==> src/rtl/mpc_wb_router_if.sv <==
// Host-side and macro-side Wishbone bundle for the user-macro router.
interface mpc_wb_router_if #(
  parameter int N_MACROS = 4
);
  logic                     wbs_stb_i;
  logic                     wbs_cyc_i;
  logic                     wbs_we_i;
  logic [3:0]               wbs_sel_i;
  logic [31:0]              wbs_dat_i;
  logic [31:0]              wbs_adr_i;
  logic                     wbs_ack_o;
  logic [31:0]              wbs_dat_o;

  logic [N_MACROS-1:0]      m_cyc_o;
  logic [N_MACROS-1:0]      m_stb_o;
  logic                     m_we_o;
  logic [3:0]               m_sel_o;
  logic [31:0]              m_adr_o;
  logic [31:0]              m_dat_o;
  logic [N_MACROS-1:0]      m_ack_i;
  logic [N_MACROS-1:0][31:0] m_dat_i;

  modport slave (
    input  wbs_stb_i, wbs_cyc_i, wbs_we_i, wbs_sel_i, wbs_dat_i, wbs_adr_i,
    input  m_ack_i, m_dat_i,
    output wbs_ack_o, wbs_dat_o,
    output m_cyc_o, m_stb_o, m_we_o, m_sel_o, m_adr_o, m_dat_o
  );

  modport master (
    output wbs_stb_i, wbs_cyc_i, wbs_we_i, wbs_sel_i, wbs_dat_i, wbs_adr_i,
    output m_ack_i, m_dat_i,
    input  wbs_ack_o, wbs_dat_o,
    input  m_cyc_o, m_stb_o, m_we_o, m_sel_o, m_adr_o, m_dat_o
  );
endinterface

==> src/rtl/mpc_wb_router.sv <==
// Routes host Wishbone accesses to one of N_MACROS user macros by address field,
// with local CFG/STATUS registers, an unmapped-region responder and an ack timeout.
module mpc_wb_port #(
  parameter logic [3:0] K = 4'd0
) (
  input  logic        fwd,
  input  logic [3:0]  idx,
  input  logic        ack,
  input  logic [31:0] dat,
  output logic        stb,
  output logic        hit,
  output logic [31:0] dat_g
);
  assign stb   = fwd && (idx == K);
  assign hit   = stb && ack;
  assign dat_g = stb ? dat : 32'd0;
endmodule

module mpc_wb_router #(
  parameter int N_MACROS = 4,
  parameter int TIMEOUT  = 255,
  parameter int SEL_LSB  = 20
) (
  input  logic                wb_clk_i,
  input  logic                wb_rst_i,
  mpc_wb_router_if.slave      bus,
  output logic [3:0]          configuration,
  output logic                timeout_err
);
  typedef enum logic [1:0] {IDLE = 2'd0, FWD = 2'd1, ACK = 2'd2} state_t;

  localparam logic [3:0]  NM     = 4'(N_MACROS);
  localparam logic [15:0] TO_LIM = 16'(TIMEOUT - 1);

  state_t                     state, nxt;
  logic [3:0]                 idx_q, last_to;
  logic [15:0]                wcnt;
  logic [N_MACROS-1:0]        stb, hit;
  logic [N_MACROS-1:0][31:0]  dat_g;
  logic [31:0]                sel_dat, loc_rd;
  logic                       ack_hit, to_hit, fwd, req, is_loc, is_map;
  logic [3:0]                 idx;
  logic [1:0]                 off;

  assign req    = bus.wbs_cyc_i && bus.wbs_stb_i;
  assign idx    = bus.wbs_adr_i[SEL_LSB+3:SEL_LSB];
  assign off    = bus.wbs_adr_i[3:2];
  assign is_loc = (idx == 4'hF);
  assign is_map = !is_loc && (idx < NM);

  for (genvar k = 0; k < N_MACROS; k++) begin : g_port
    mpc_wb_port #(.K(4'(k))) u_port (
      .fwd   (fwd),
      .idx   (idx_q),
      .ack   (bus.m_ack_i[k]),
      .dat   (bus.m_dat_i[k]),
      .stb   (stb[k]),
      .hit   (hit[k]),
      .dat_g (dat_g[k])
    );
  end

  // Only the selected port can contribute, so an OR-reduce is the slice mux.
  always_comb begin
    sel_dat = 32'd0;
    ack_hit = 1'b0;
    for (int k = 0; k < N_MACROS; k++) begin
      sel_dat = sel_dat | dat_g[k];
      ack_hit = ack_hit | hit[k];
    end
  end

  // Ack beats timeout when both land in the same cycle.
  assign to_hit = fwd && !ack_hit && (wcnt == TO_LIM);

  always_comb begin
    case (off)
      2'd0:    loc_rd = {28'd0, configuration};
      2'd1:    loc_rd = {20'd0, last_to, 7'd0, timeout_err};
      default: loc_rd = 32'd0;
    endcase
  end

  always_ff @(posedge wb_clk_i or posedge wb_rst_i) begin
    if (wb_rst_i) state <= IDLE;
    else          state <= nxt;
  end

  always_comb begin
    nxt = state;
    case (state)
      IDLE: if (req) nxt = is_map ? FWD : ACK;
      FWD: begin
        if (!bus.wbs_cyc_i)         nxt = IDLE;
        else if (ack_hit || to_hit) nxt = ACK;
      end
      ACK:     nxt = IDLE;
      default: nxt = IDLE;
    endcase
  end

  always_comb begin
    fwd           = (state == FWD);
    bus.wbs_ack_o = (state == ACK);
    bus.m_stb_o   = stb;
    bus.m_cyc_o   = stb;
  end

  always_ff @(posedge wb_clk_i or posedge wb_rst_i) begin
    if (wb_rst_i) begin
      idx_q         <= 4'd0;
      wcnt          <= 16'd0;
      last_to       <= 4'd0;
      configuration <= 4'd0;
      timeout_err   <= 1'b0;
      bus.wbs_dat_o <= 32'd0;
      bus.m_adr_o   <= 32'd0;
      bus.m_dat_o   <= 32'd0;
      bus.m_we_o    <= 1'b0;
      bus.m_sel_o   <= 4'd0;
    end else begin
      case (state)
        IDLE: if (req) begin
          if (is_map) begin
            idx_q       <= idx;
            wcnt        <= 16'd0;
            bus.m_adr_o <= bus.wbs_adr_i;
            bus.m_dat_o <= bus.wbs_dat_i;
            bus.m_we_o  <= bus.wbs_we_i;
            bus.m_sel_o <= bus.wbs_sel_i;
          end else if (is_loc) begin
            if (bus.wbs_we_i) begin
              if (off == 2'd0 && bus.wbs_sel_i[0]) configuration <= bus.wbs_dat_i[3:0];
              if (off == 2'd1 && bus.wbs_sel_i[0] && bus.wbs_dat_i[0]) timeout_err <= 1'b0;
            end else begin
              bus.wbs_dat_o <= loc_rd;
            end
          end else if (!bus.wbs_we_i) begin
            bus.wbs_dat_o <= 32'hBADA_DD00;
          end
        end
        FWD: if (bus.wbs_cyc_i) begin
          if (ack_hit) begin
            bus.wbs_dat_o <= sel_dat;
          end else if (to_hit) begin
            bus.wbs_dat_o <= 32'hFFFF_FFFF;
            timeout_err   <= 1'b1;
            last_to       <= idx_q;
          end else begin
            wcnt <= wcnt + 16'd1;
          end
        end
        default: ;
      endcase
    end
  end
endmodule

==> src/flat_wrapper.sv <==
// flat-port wrapper written by rule: the top's interface ports become plain ports
module mpc_wb_router_flat 
#(
  parameter int N_MACROS = 4,
  parameter int TIMEOUT  = 255,
  parameter int SEL_LSB  = 20
)
  (wb_clk_i, wb_rst_i, configuration, timeout_err, bus_wbs_stb_i, bus_wbs_cyc_i, bus_wbs_we_i, bus_wbs_sel_i, bus_wbs_dat_i, bus_wbs_adr_i, bus_m_ack_i, bus_m_dat_i, bus_wbs_ack_o, bus_wbs_dat_o, bus_m_cyc_o, bus_m_stb_o, bus_m_we_o, bus_m_sel_o, bus_m_adr_o, bus_m_dat_o);
  mpc_wb_router_if #(.N_MACROS(N_MACROS)) bus_i ();
  input  logic wb_clk_i;
  input  logic wb_rst_i;
  output logic [3:0] configuration;
  output logic timeout_err;
  input wire logic [$bits(bus_i.wbs_stb_i)-1:0] bus_wbs_stb_i;
  input wire logic [$bits(bus_i.wbs_cyc_i)-1:0] bus_wbs_cyc_i;
  input wire logic [$bits(bus_i.wbs_we_i)-1:0] bus_wbs_we_i;
  input wire logic [$bits(bus_i.wbs_sel_i)-1:0] bus_wbs_sel_i;
  input wire logic [$bits(bus_i.wbs_dat_i)-1:0] bus_wbs_dat_i;
  input wire logic [$bits(bus_i.wbs_adr_i)-1:0] bus_wbs_adr_i;
  input wire logic [$bits(bus_i.m_ack_i)-1:0] bus_m_ack_i;
  input wire logic [$bits(bus_i.m_dat_i)-1:0] bus_m_dat_i;
  output wire logic [$bits(bus_i.wbs_ack_o)-1:0] bus_wbs_ack_o;
  output wire logic [$bits(bus_i.wbs_dat_o)-1:0] bus_wbs_dat_o;
  output wire logic [$bits(bus_i.m_cyc_o)-1:0] bus_m_cyc_o;
  output wire logic [$bits(bus_i.m_stb_o)-1:0] bus_m_stb_o;
  output wire logic [$bits(bus_i.m_we_o)-1:0] bus_m_we_o;
  output wire logic [$bits(bus_i.m_sel_o)-1:0] bus_m_sel_o;
  output wire logic [$bits(bus_i.m_adr_o)-1:0] bus_m_adr_o;
  output wire logic [$bits(bus_i.m_dat_o)-1:0] bus_m_dat_o;
  assign bus_i.wbs_stb_i = bus_wbs_stb_i;
  assign bus_i.wbs_cyc_i = bus_wbs_cyc_i;
  assign bus_i.wbs_we_i = bus_wbs_we_i;
  assign bus_i.wbs_sel_i = bus_wbs_sel_i;
  assign bus_i.wbs_dat_i = bus_wbs_dat_i;
  assign bus_i.wbs_adr_i = bus_wbs_adr_i;
  assign bus_i.m_ack_i = bus_m_ack_i;
  assign bus_i.m_dat_i = bus_m_dat_i;
  assign bus_wbs_ack_o = bus_i.wbs_ack_o;
  assign bus_wbs_dat_o = bus_i.wbs_dat_o;
  assign bus_m_cyc_o = bus_i.m_cyc_o;
  assign bus_m_stb_o = bus_i.m_stb_o;
  assign bus_m_we_o = bus_i.m_we_o;
  assign bus_m_sel_o = bus_i.m_sel_o;
  assign bus_m_adr_o = bus_i.m_adr_o;
  assign bus_m_dat_o = bus_i.m_dat_o;
  mpc_wb_router #(.N_MACROS(N_MACROS), .TIMEOUT(TIMEOUT), .SEL_LSB(SEL_LSB)) u_core (.wb_clk_i(wb_clk_i), .wb_rst_i(wb_rst_i), .bus(bus_i), .configuration(configuration), .timeout_err(timeout_err));
endmodule
==> config.mk <==
export PLATFORM = sky130hd
export DESIGN_NAME = mpc_wb_router_flat
export DESIGN_NICKNAME = d
export VERILOG_FILES = /design/src/rtl/mpc_wb_router_if.sv /design/src/rtl/mpc_wb_router.sv /design/src/flat_wrapper.sv
export SDC_FILE = /design/constraint.sdc
export NUM_CORES = 1
export LEC_CHECK = 0
export ABC_AREA = 1
export CAP_MARGIN = 20
export CORE_MARGIN = 5
export CORE_UTILIZATION = 39
export CTS_BUF_LIST = sky130_fd_sc_hd__clkbuf_8
export CTS_CLUSTER_DIAMETER = 120
export DETAILED_ROUTE_END_ITERATION = 16
export PLACE_DENSITY = 0.79
export SLEW_MARGIN = 30
export SYNTH_ARGS = -nofsm -noshare
export SYNTH_HDL_FRONTEND = slang
export SYNTH_SLANG_ARGS = --single-unit
==> constraint.sdc <==
create_clock -name wb_clk_i -period 4.1 [get_ports wb_clk_i]
set_clock_uncertainty 0.05 [all_clocks]
set_input_delay 0.41 -clock wb_clk_i [delete_from_list [all_inputs] [get_ports wb_clk_i]]
set_output_delay 0.41 -clock wb_clk_i [all_outputs]
set_load 0.05 [all_outputs]
==> impl_metrics.py <==
metrics = {
    "worst_setup_path": {
        "cpMaxStageDelayCell": "clkdlybuf4s50_1",
        "end_kind": "primary output",
        "startpoint_type": "flip-flop",
        "worstPathCellList": "inv_2, nand2_2, nor2_4, inv_1, nor3_1, clkdlybuf4s50_1",
        "r2r_setup_slack_ns": 1.30,
        "crit_path_max_fanout": 18,
        "r2r_cells": 10,
        "required_ns": 3.64,
        "r2r_end": "u_core.bus.wbs_dat_o[3]",
        "crit_arrival_ns": 2.65,
        "critical_path_class": "reg -> out",
        "worst-path-buf-inv": 3,
        "cp_top_family": "buffers and inverters",
        "reg2reg_from": "u_core.idx_q[0]",
        "critPathMaxStageDelay_ns": 0.87,
    },
    "placement": {
        "post-dp-hpwl_um": 18600,
        "io_buffers": 319,
        "dp.cells": 1349,
        "gp_congestion": 0.888,
    },
    "routing": {
        "drt-total-wl_um": 23900,
        "wl_per_cell_um": 17.3,
        "routedLengthMet1_um": 8940,
        "top_layer_used": "met4",
        "dr_wl_met2_um": 11500,
        "antenna_left": 0,
        "viasPerCell": 5.08,
        "firstDrtPassIters": 5,
        "vias": 7004,
        "drc": 0,
        "drt_iter0_markers": 438,
        "wl_met3_um": 2730,
    },
    "sta": {
        "fmax_mhz": 321,
        "maxSlewViolCount": 0,
        "rsz0062_at_grt": "no",
        "finalHoldViolations": 0,
        "setup_viol": 0,
        "layout_min_cycle_time_ns": 3.11,
        "setup_tns_ns": 0,
        "max_slew_margin": 0.476,
        "fin_crit_sh": 0.759,
        "worstMarginPinSlew_ns": 0.785,
        "timing.hold.ws_ns": 0.394,
    },
    "cts": {
        "cts_buffers": 17,
        "clk_pin_slew_ns": 0.08,
        "clockBufferDepth": 2,
        "clk_latency_ns": 0.44,
        "cts_max_level": 4,
        "cts_hold_buf": 0,
        "cts-root-buf": "clkbuf_8",
        "post_cts_buffers": 0,
        "cts_resized": 0,
        "clock-sinks": 128,
        "cts_tree": "yes",
    },
    "power": {
        "switching_share": 0.420,
        "switching_power_w": 0.00215,
        "p_int_w": 0.00298,
        "powerDensity_nw_per_um2": 483,
        "p_total_w": 0.00513,
        "ir_drop_mv": 0.435,
        "power_frac_comb": 0.448,
        "clockPowerShare": 0.223,
        "leakagePower_nw": 4.68,
        "p_seq_frac": 0.329,
    },
    "yosys": {
        "seq_area_frac_synth": 0.464,
        "syn_area_sq_um": 6910,
        "synth_area_leaders": "dfrtp_1 (46%), nand2_1 (13%), nand3_1 (11%)",
        "yosysWarnings": 0,
        "yosys.area.top_type": "dfrtp_1",
        "syn_inst": 856,
        "postSynthAreaPerCell_sq_um": 8.07,
        "synth_nets": 1063,
        "yosys.area.top_type_share": 0.464,
        "synth_cell_type_count": 28,
        "synth-seq-cells": 128,
    },
    "global_routing": {
        "grt-ovfl-total": 0,
        "grt_max_degree": 79,
        "grtUsageTotal": 0.232,
        "antenna_found_initial": 0,
        "grt_pass1_vias": 7102,
        "grt_pass1_wl_um": 37200,
    },
    "cells_and_area": {
        "layout.area.seq_sq_um": 3200,
        "antenna_cells": 0,
        "layout.nets": 1350,
        "area_growth_pct": 53.6,
        "fillerInstances": 1506,
        "utilization": 0.612,
        "layout_commonest_cell": "clkdlybuf4s50_1",
        "final_cell_mix": "clkdlybuf4s50_1 (319), nand2_1 (240), nand3_1 (148)",
        "fin_cells": 1380,
        "drive_gt1_frac": 0.102,
        "multiInputGateArea_sq_um": 3280,
    },
    "hold_path": {
        "min_path_type": "in -> async",
    },
    "floorplan": {
        "core_area_sq_um": 17400,
        "fp.dieH_um": 143,
        "die_x_um": 143,
        "num_rows": 48,
        "initial_core_util": 0.398,
        "ios": 320,
        "dieArea_sq_um": 20500,
    },
    "flow_run": {
        "drv_cap": 0,
    },
    "status": {
        "status": "complete, no violations",
    },
}
==> final cells by class <==
type                            instances  share of cell area
Tap cell                              225              0.0265
Inverter                               40              0.0146
Timing Repair Buffer                  328               0.308
Sequential cell                       128               0.302
Clock buffer                           19              0.0246
Multi-Input combinational cell        628               0.309
Clock inverter                         12              0.0151
==> cell families (layout without fill, tap and decap cells) <==
logic type,Yosys count,after routing,share of synthesized area
xor+xnor,11,11,0.0139
fa+ha+maj,2,2,0.00362
flops,128,128,0.464
mux,57,57,0.0929
simple gates,519,519,0.332
compound gates,39,39,0.0286
buf+inv,100,399,0.0657
==> per-stage QoR <==
stage               worst slack [ns]  cell area, sq um
finish                         0.987             10600
global route                   0.798             10600
CTS                            0.945             10600
detailed placement              1.34             10200
global placement                1.40             10200
floorplan                      0.227              6910
==> sequential cells by signal (all words and copies together), names as in the netlist <==
| signal | flops |
|---|---|
| u_core.bus.m_dat_o | 32 |
| u_core.wcnt | 16 |
| u_core.timeout_err | 1 |
| u_core.idx_q | 3 |
| u_core.bus.m_sel_o | 4 |
| u_core.last_to | 4 |
| u_core.state | 2 |
| u_core.configuration | 4 |
| u_core.bus.m_adr_o | 29 |
| u_core.bus.m_we_o | 1 |
| u_core.bus.wbs_dat_o | 32 |
==> synthesized netlist by cell type, drive strengths merged <==
master / n
dfrtp: 128
clkbuf: 17
nor2: 77
ha: 2
a21oi: 3
nand3: 150
nand4: 36
nor3: 10
xnor2: 1
nor4: 1
o211ai: 1
buf: 43
inv: 40
nor3b: 1
o21ai: 35
xor2: 10
nand2: 244
mux2: 57
==> power groups by stage <==
stage	registers [W]	logic, W	clock network (W)
finish	0.00169	0.00230	0.00114
global route	0.00173	0.00242	0.00123
CTS	0.00169	0.00231	0.00117
detailed placement	0.00171	0.00230	0
global placement	0.00170	0.00229	0
floorplan	0.00261	0.000472	0
==> worst max-delay path by stage <==
stage,start,end,cells past startpoint
2_1_floorplan,wb_rst_i,u_core.bus.m_adr_o[0],1
3_3_place_gp,bus_wbs_cyc_i,u_core.wcnt[11],7
3_5_place_dp,u_core.idx_q[0],u_core.bus.wbs_dat_o[3],10
4_1_cts,u_core.state[1],bus_m_stb_o[1],6
5_1_grt,u_core.state[1],bus_m_stb_o[1],6
6_report,u_core.state[1],bus_m_stb_o[1],6
==> metal layers <==
layer / vias up / global-route usage
met5: - / 0
met3: 50 / 0.0951
met4: 0 / 0.0905
li1: 3408 / -
met1: 3222 / 0.267
met2: 324 / 0.387
No activity file was read; power rests on OpenSTA's default activity.
==> RTL edit, RTL diff (same flow settings) <==
Reset style: synchronous (`wb_rst_i`), changed in 2 clocked blocks.
--- a/src/rtl/mpc_wb_router.sv
+++ b/src/rtl/mpc_wb_router.sv
@@ -81,7 +81,7 @@
     endcase
   end
 
-  always_ff @(posedge wb_clk_i or posedge wb_rst_i) begin
+  always_ff @(posedge wb_clk_i) begin
     if (wb_rst_i) state <= IDLE;
     else          state <= nxt;
   end
@@ -106,7 +106,7 @@
     bus.m_cyc_o   = stb;
   end
 
-  always_ff @(posedge wb_clk_i or posedge wb_rst_i) begin
+  always_ff @(posedge wb_clk_i) begin
     if (wb_rst_i) begin
       idx_q         <= 4'd0;
       wcnt          <= 16'd0;
Formal check against the unedited RTL: differs if wb_rst_i is asserted again (counterexample within 4 cycles, from zero or initial values and one cycle with wb_rst_i high); with wb_rst_i held inactive, the same outputs for 4 cycles.
==> RTL edit against the unedited design <==
Worst setup slack lost 150 ps. Final cell count is 15% higher. Die area fell by 0.37%. Sequential share of layout area shrank 5.8 points. Sequential cell count unchanged. Final area decreased by 1.0%. Non-clock buffer count increased by 1. Synthesized area down 0.40%. Routed wire length up 5.3%. Register-to-register slack barely moved. Via count up 12%. Critical path type unchanged. Highest routed layer unchanged.
Power is not compared: it rests on default switching activity, and its combinational part moved more than twofold at a synthesized area within 25%.
==> RTL edit: results (changes against the unedited design) <==
| Metric | Value |
|---|---|
| Placed Instance Area | 10,100 sq um (-1.1%) |
| Run status | complete, no violations |
| Synth area leaders | dfxtp_1 (37%), nand2_1 (14%), nand3_1 (10%), nor2_1 (7.5%), a21oi_1 (7.1%) |
| # nets final | 1,561 (+16%) |
| Top cells by count, synth | nand2_1 (253), nand3_1 (141), nor2_1 (138), dfxtp_1 (128), inv_1 (109) |
| GP Congestion | 0.919 (+3.5%) |
| Register-to-Register Path Depth | 11 (+1) |
| Fmax | 306 MHz (-4.6%) |
| Synth Instances | 1,080 (+26%) |
| Worst-margin pin slew | 801 ps (+15.5 ps) |
| Async set-or-reset flop fraction in the synthesized netlist | 0% (-100 points) |
| Largest net degree at the start of global routing | 93 (+18%) |
| First-pass GRT wire length | 37,900 um (+1.9%) |
| GR Util met1 | 26.3% (-0.35 points) |
| Total track usage | 23.7% (+0.47 points) |
| Type of the worst min-delay path | reg -> reg |
| GRT met2 Usage | 41.5% (+2.7 points) |
| DRT iter0 DRCs | 451 (+3.0%) |
| WHS | 394 ps (+0.646 ps) |
| Worst Path Arrival | 2800 ps (+150 ps) |
| R2r endpoint | u_core.bus.wbs_dat_o[8]$_SDFFE_PP0P_ |
| Vias per cell | 4.91 (-3.2%) |
| DRT met1 WL | 9610 um (+7.5%) |
| Crit path max-delay family | simple AND/OR/NAND/NOR gates |
| Share of post-route cells with drive strength above 1 | 5.34% (-4.9 points) |
| Number of global-route vias before repair | 7,316 (+3.0%) |
| Worst Setup EP | bus_m_cyc_o[3] |
| WL met2 | 12,200 um (+6.1%) |
| Post-synthesis sequential area ratio | 37.2% (-9.1 points) |
| Syn_nets | 1,287 (+21%) |
| Metal3 WL | 2700 um (-0.81%) |
| Met3 GRT Util | 9.11% (-0.40 points) |
| Post-DP HPWL | 19,500 um (+4.6%) |
| Cell variety after synth | 37 (+32%) |
| Final wirelength | 25,100 um (+5.3%) |
RTL edit: worst min-delay path: stages, from the launching register on:
cell     delay, ps
dfxtp_1        310
inv_1           40
a21oi_1         50
RTL edit: cell type report:
| class | count | area, sq um |
|---|---|---|
| fill | 1607 | 6790 |
| inverter | 114 | 433 |
| multi-input combinational | 764 | 3520 |
| clock buffer | 19 | 262 |
| tap | 225 | 282 |
| timing repair buffer | 329 | 3280 |
| sequential | 128 | 2560 |
| clock inverter | 13 | 161 |
RTL edit: cell families after synthesis:
group | share of synthesized area [%]
AO/OA/AOI/OAI | 13.5
XOR/XNOR | 1.27
adder cells (fa/ha/maj) | 0.364
buffers and inverters | 11.8
flip-flops | 37.2
AND/OR/NAND/NOR | 35.9
RTL edit: report_power, final:
part,switching (mW),total [mW],internal [mW],leakage [nW]
logic,0.339,0.633,0.294,2.85
clock network,0.515,1.15,0.634,0.209
registers,0.0251,1.31,1.29,1.04
